==> src/rtl/rgb_to_bayer_mosaic.sv <==
// Streaming re-mosaic: full-RGB pixels in, single-channel Bayer RAW out with {Y,X} phase bits.
// Optional sticky line-length checker is built when LINE_CHECK_EN is defined.
module rgb_to_bayer_mosaic #(
  parameter int DW       = 10,
  parameter int H_ACTIVE = 640,
  parameter int V_ACTIVE = 480,
  parameter int X_INIT   = 0,
  parameter int Y_INIT   = 0
) (
  input  logic          CLK,
  input  logic          RST_N,
  input  logic          in_valid,
  output logic          in_ready,
  input  logic          in_sof,
  input  logic          in_eol,
  input  logic [DW-1:0] in_r,
  input  logic [DW-1:0] in_g,
  input  logic [DW-1:0] in_b,
  output logic          out_valid,
  input  logic          out_ready,
  output logic [DW-1:0] out_raw,
  output logic          out_x,
  output logic          out_y,
  output logic          out_sof,
  output logic          out_eol,
  output logic          frame_done,
  output logic          err_line
);

  localparam int CW = $clog2(H_ACTIVE) + 1;
  localparam int RW = $clog2(V_ACTIVE) + 1;
  localparam logic [0:0]    WAIT_SOF = 1'b0;
  localparam logic [0:0]    ACTIVE   = 1'b1;
  localparam logic [CW-1:0] COL_MAX  = {CW{1'b1}};
  localparam logic [RW-1:0] ROW_LAST = RW'(V_ACTIVE - 1);
  localparam logic          X0       = 1'(X_INIT);
  localparam logic          Y0       = 1'(Y_INIT);

  logic [0:0]    state_r, state_nxt_s;
  logic [CW-1:0] col_r, col_nxt_s, col_cur_s;
  logic [RW-1:0] row_r, row_nxt_s, row_cur_s;
  logic          accept_s, emit_s, last_s;
  logic          x_s, y_s;
  logic [DW-1:0] raw_s;

  assign in_ready  = !out_valid | out_ready;
  assign accept_s  = in_valid & in_ready;
  // An sof pixel restarts the frame from any state, so it always sits at col 0 / row 0.
  assign emit_s    = accept_s & (in_sof | (state_r == ACTIVE));
  assign col_cur_s = in_sof ? {CW{1'b0}} : col_r;
  assign row_cur_s = in_sof ? {RW{1'b0}} : row_r;
  assign x_s       = X0 ^ col_cur_s[0];
  assign y_s       = Y0 ^ row_cur_s[0];

  // Bayer site select: pure routing of one colour channel.
  always_comb begin
    case ({y_s, x_s})
      2'b00:   raw_s = in_r;
      2'b11:   raw_s = in_b;
      2'b01:   raw_s = in_g;
      2'b10:   raw_s = in_g;
      default: raw_s = in_g;
    endcase
  end

  // Raster position and frame state for the next pixel.
  always_comb begin
    state_nxt_s = state_r;
    col_nxt_s   = col_r;
    row_nxt_s   = row_r;
    last_s      = 1'b0;
    if (emit_s) begin
      if (in_eol) begin
        col_nxt_s = {CW{1'b0}};
        if (row_cur_s == ROW_LAST) begin
          last_s      = 1'b1;
          row_nxt_s   = {RW{1'b0}};
          state_nxt_s = WAIT_SOF;
        end else begin
          row_nxt_s   = row_cur_s + 1'b1;
          state_nxt_s = ACTIVE;
        end
      end else begin
        col_nxt_s   = (col_cur_s == COL_MAX) ? COL_MAX : col_cur_s + 1'b1;
        row_nxt_s   = row_cur_s;
        state_nxt_s = ACTIVE;
      end
    end else begin
      state_nxt_s = state_r;
    end
  end

  // State, position and the single output register stage.
  always_ff @(posedge CLK) begin
    if (!RST_N) begin
      state_r    <= WAIT_SOF;
      col_r      <= {CW{1'b0}};
      row_r      <= {RW{1'b0}};
      out_valid  <= 1'b0;
      out_raw    <= {DW{1'b0}};
      out_x      <= 1'b0;
      out_y      <= 1'b0;
      out_sof    <= 1'b0;
      out_eol    <= 1'b0;
      frame_done <= 1'b0;
    end else begin
      state_r    <= state_nxt_s;
      col_r      <= col_nxt_s;
      row_r      <= row_nxt_s;
      frame_done <= last_s;
      if (emit_s) begin
        out_valid <= 1'b1;
        out_raw   <= raw_s;
        out_x     <= x_s;
        out_y     <= y_s;
        out_sof   <= in_sof;
        out_eol   <= in_eol;
      end else if (out_ready) begin
        out_valid <= 1'b0;
      end else begin
        out_valid <= out_valid;
      end
    end
  end

`ifdef LINE_CHECK_EN
  localparam logic [CW-1:0] COL_LAST = CW'(H_ACTIVE - 1);
  logic line_bad_s;

  assign line_bad_s = emit_s & (in_eol ? (col_cur_s != COL_LAST) : (col_cur_s == COL_LAST));

  // Sticky line-length error; a new frame clears it unless its first pixel is already bad.
  always_ff @(posedge CLK) begin
    if (!RST_N) begin
      err_line <= 1'b0;
    end else if (emit_s & in_sof) begin
      err_line <= line_bad_s;
    end else if (line_bad_s) begin
      err_line <= 1'b1;
    end else begin
      err_line <= err_line;
    end
  end
`else
  assign err_line = 1'b0;
`endif

endmodule

==> config.mk <==
export PLATFORM = sky130hd
export DESIGN_NAME = rgb_to_bayer_mosaic
export DESIGN_NICKNAME = d
export VERILOG_FILES = /design/src/rtl/rgb_to_bayer_mosaic.sv
export SDC_FILE = /design/constraint.sdc
export NUM_CORES = 1
export LEC_CHECK = 0
export BUFFER_PORTS_ARGS = -buffer_cell sky130_fd_sc_hd__buf_4
export CORE_MARGIN = 1.5
export CORE_UTILIZATION = 50
export CTS_BUF_LIST = sky130_fd_sc_hd__clkbuf_2
export DETAILED_ROUTE_END_ITERATION = 10
export HOLD_SLACK_MARGIN = 0.02
export PLACE_DENSITY = 0.82
export SLEW_MARGIN = 10
export SYNTH_ARGS = -nofsm -noshare
export SYNTH_HDL_FRONTEND = slang
export SYNTH_SLANG_ARGS = --single-unit
==> constraint.sdc <==
create_clock -name CLK -period 3.4 [get_ports CLK]
set_input_delay 0.51 -clock CLK [delete_from_list [all_inputs] [get_ports CLK]]
set_output_delay 0.51 -clock CLK [all_outputs]
set_load 0.01 [all_outputs]
Word level (Yosys, flattened, before mapping). Index checks and enable logic that the tools add are counted.

Logic and storage cells: 38. Flip-flop bits (word level): 38. Bits of input ports: 36. Output and inout port bits: 18.

Reduce and logical (&&, ||, !) cells: 5. Multiplexer cells: 12. Bitwise logic cells: 4. Equality and inequality tests: 5. $add $sub $neg: 2.

Operator list (number): 11-bit two-way mux (3); 10-bit two-way mux (3); 10-bit case mux with 3 select lines (1); 11-bit by 1-bit adder with 11-bit output (second input constant) (1); 11-bit == test (second input constant) (1); 10-bit by 1-bit adder with 10-bit output (second input constant) (1); 10-bit by 9-bit == test with 1-bit output (second input constant) (1); 1-bit two-way mux (5); 2-bit == test (second input constant) (2); 3-bit AND reduction (1); 1-bit AND (2); 2-bit by 1-bit == test with 1-bit output (second input constant) (1); 2-bit logical NOT (1); 1-bit bitwise OR (2); 2-bit nonzero test (1); 2-bit OR reduction (1); 1-bit logical NOT (1).

Logic depth before layout (Yosys ltp).
Depth after elaboration: 5. Mapped depth: 10. Depth with buffers taken out: 8.

Least setup slack after synthesis. No wires, ideal clock.

Kind: input port to flip-flop. From: input in_sof. To: register row_r[7]. Required time: 3.325 ns. Slack: 0.900 ns. Arrival: 2.425 ns. Stages: 10. Buffers on the path: 4. Setup time: 0.075 ns. Cells stage by stage: buf_6 -> clkbuf_1 -> clkbuf_1 -> nor2b_1 -> ha_1 -> and2_1 -> buf_2 -> nand4_1 -> or4b_1 -> a31oi_1.

Word-level cells in the longest chain between the ends: 4. Elaborated cells between the ends (all ways): 7. Those cells by class: add/sub (1); eq/ne (1); mux (3); bitwise (2).

RTL lines: start, declared (line 14) `input logic in_sof,`; 10-bit two-way mux (line 51) `assign row_cur_s = in_sof ? {RW{1'b0}} : row_r;`; 10-bit by 1-bit adder with 10-bit output or 10-bit by 9-bit == test with 1-bit output (tied branches) (line 80, 75); 10-bit two-way mux (line 75) `if (row_cur_s == ROW_LAST) begin`; 10-bit two-way mux (line 73) `if (in_eol) begin`; end signal, assigned (line 98) `row_r <= {RW{1'b0}};`; end signal, assigned (line 109) `row_r <= row_nxt_s;`; end, declared (line 41) `logic [RW-1:0] row_r, row_nxt_s, row_cur_s;`.

Several ways; a longest one is shown, not always the timed one. A chain may end at the register's enable or synchronous reset.

Worst setup path in the final report.
From: register col_r[0]. To: register col_r[4].

Word-level cells in the longest chain between the ends: 4. Elaborated cells between the ends (all ways): 5. Those cells by class: add/sub (1); eq/ne (1); mux (3).

RTL lines: start, declared (line 40) `logic [CW-1:0] col_r, col_nxt_s, col_cur_s;`; start signal, assigned (line 97) `col_r <= {CW{1'b0}};`; start signal, assigned (line 108) `col_r <= col_nxt_s;`; 11-bit two-way mux (*) (line 50) `assign col_cur_s = in_sof ? {CW{1'b0}} : col_r;`; net col_cur_s[0] (line 40); 11-bit by 1-bit adder with 11-bit output or 11-bit == test (tied branches) (line 84) `col_nxt_s = (col_cur_s == COL_MAX) ? COL_MAX : col_cur_s + 1'b1;`; 11-bit two-way mux (*) (line 84); 11-bit two-way mux (*) (line 73).

The timed path passes the listed nets; every way through them passes the cells marked *.

==> run metrics <==
largest net degree at the start of global routing 30; Starting Density a little over half; IO Pins between 50 and 60; DRT Pass-1 Iters 5; post-synthesis async set-or-reset flop share 0%; slowest stage cell on the critical path or4_1; num rows 23; CP Buf/Inv Count 0; Req. time, crit path about 3800 ps; synthesis-to-finish area growth 19.35%; maxcap violations 0; die height roughly 68 um; Yosys cell types 49; Mapped Area 2082 um^2; Avg WL per Cell ~15 um; static leakage slightly below 1 nW; post-DP HPWL 3.604 mm; crit path cell chain nor2b_1 > ha_1 > nand3b_1 > or4_1 > o21ai_0 > a32o_1; commonest non-fill, non-tap cell in the layout buf_4; setup TNS 0 ps; Synth area leader dfxtp_1; Worst-path clk slew 190 ps; Placer Congestion a little under 0.9; Pins Over Slew Limit 0; crit path DAT between 2000 and 2500 ps; TritonCTS buffer count 5; clock root buffer clkbuf_2; maximum VDD drop roughly 150 uV; number of I/O port buffers 52; total die area around 4600 um^2; instance count of the mapped netlist 255; global-route wire length before repair just over 8 mm; PwrDens approximately 320 nW/um^2; Vias/cell around 6; class of the most critical setup path reg -> reg; share of layout cells above drive strength 1 a little over a fifth; synth top area cells dfxtp_1 37%, nand2_1 5.6%, o31ai_1 4.7%, nor2b_1 4.5%, nand3_1 4.3%; # DRC 0; CTS tree yes; vias in the first global route ~1800; clock sink count 38; postcts setup bufs 0; post-synth top area share between 30% and 40%; sequential power share between 50% and 60%; Int Pwr about 0.57 mW; Switching Share between 20 and 30%; gr ovfl total 0; Logic pwr share ~18%; sw power 0.2332 mW; final worst path period need around 2100 ps; post-route ant nets 0; final clock period utilization by the worst path about 63%; initial antenna violation count 0; total number of vias around 2100; Non-Filler Instances between 300 and 400; GRT Total Usage between 20% and 30%; total wire length slightly above 5 mm; pre-CTS setup slack about 960 ps; HP Class in -> reg; Largest stage delay, worst path 640 ps; Setup crit end kind register; outcome finished, final reports clean; H-tree depth 2; Finish-stage setup viols 0; worst setup margin 1268 ps; Synth warnings 0; Worst path top cell family by delay simple AND/OR/NAND/NOR gates; Final Skew approximately 9.1 ps; post-route cell area about 2500 um^2; later-pin clock latency in the skew report approximately 400 ps; # nets final between 300 and 400; unrepaired setup endpoints after global routing no; Max FO, Critical Path 7; ANT cells 0; commonest non-fill, non-tap cells in the layout 54 x buf_4, 38 x dfxtp_1, 31 x nand2_1; initial DRC count around 120; FILL cells between 300 and 400; Tot Pwr just over 0.8 mW; Hold Buf Count CTS 0; fmax around 0.47 GHz; Mapped Nets 294; Placed Cells around 340; placed inst area ~2400 um^2; Clock power frac between 20% and 30%; Rel. slew slack a little over 40%; Max clock buf depth 2; Die W 67.53 um; post_cts resized 0; #FFs+latches synth 38; Tightest Pin Transition between 800 and 900 ps; Hold Violations, Final 0; Avg Synthesized Cell Area about 8 um^2; register area share after synthesis 36.54%; top_reg_cell synth dfxtp_1; CORE AREA around 4000 um^2; crit start category register; Post-synth EDFFs 0
## cells in the mapped netlist (all sizes together), types with 3 or more instances
master   n
dfxtp   38
or4      3
and4b    3
buf     11
a21oi   17
a32o     5
a31oi    7
nor2     6
and2     3
nand2   31
nor3     3
inv      7
clkbuf  10
nor4     3
nor2b   15
o21ai   13
nand4    6
nand3   19
ha       3
o31ai   13
a221oi  10
## registers in the layout (all words and copies together) (netlist names)
name,count
out_raw,10
out_valid,1
col_r,11
out_sof,1
row_r,10
out_eol,1
state_r,1
frame_done,1
out_y,1
out_x,1
## kinds of logic after synthesis
group,share of synthesized area [%]
multiplexers,0.4808
buffers and inverters,6.310
AND/OR/NAND/NOR,28.13
flip-flops,36.54
adder cells (fa/ha/maj),1.803
other,0.1801
AO/OA/AOI/OAI,26.14
XOR/XNOR,0.4207
## path summary, 6_finish.rpt
kind / endpoint / cells after the start / slack, ps / from
setup / recovery: col_r[4] / 6 / 1270 / col_r[0]
hold / removal: row_r[0] / 3 / 390 / in_eol
setup reg to reg: col_r[4] / 6 / 1270 / col_r[0]
hold reg to reg: out_eol / 2 / 470 / out_eol
## worst register-to-register path, delay by kind of cell, from the launching register on
kind	cells	cell delay (ps)
adders and majority gates	1	280
AOI/OAI and AO/OA	2	310
and+or+nand+nor	3	1090
DFF	1	410
## through the flow
step,util (%),hold slack (ps)
after global routing,62.12,387.3
after global placement,61.21,447.1
after detailed placement,61.21,450.9
after CTS,62.12,373.3
after floorplan,-,453.5
final,62.12,393.7
## metal layers
metal | wire length (um) | vias up | GRT usage [%] | share of wire, %
met5 | 0 | - | 0 | 0
met4 | 77 | 0 | 10.20 | 1.5
met3 | 282 | 6 | 5.500 | 5.5
met2 | 2489 | 66 | 39.71 | 48
met1 | 2324 | 971 | 28.47 | 45
li1 | - | 1039 | - | -
## final cells by class
type,instances,area (um^2),area share (%)
tap,50,62.56,2.518
multi-input combinational,188,1190,47.89
timing repair buffer,54,405.4,16.31
inverter,8,30.03,1.208
clock buffer,5,25.02,1.007
clock inverter,3,11.26,0.4532
sequential,38,760.7,30.61
## power groups by stage
stage / Clock [mW] / Sequential [mW] / Combinational, mW
final: 0.193 / 0.468 / 0.144
after floorplan: 0 / 0.481 / 0.0757
after CTS: 0.200 / 0.468 / 0.145
after global routing: 0.217 / 0.470 / 0.159
after global placement: 0 / 0.477 / 0.142
after detailed placement: 0 / 0.477 / 0.145
Power figures use the tool's default switching activity.
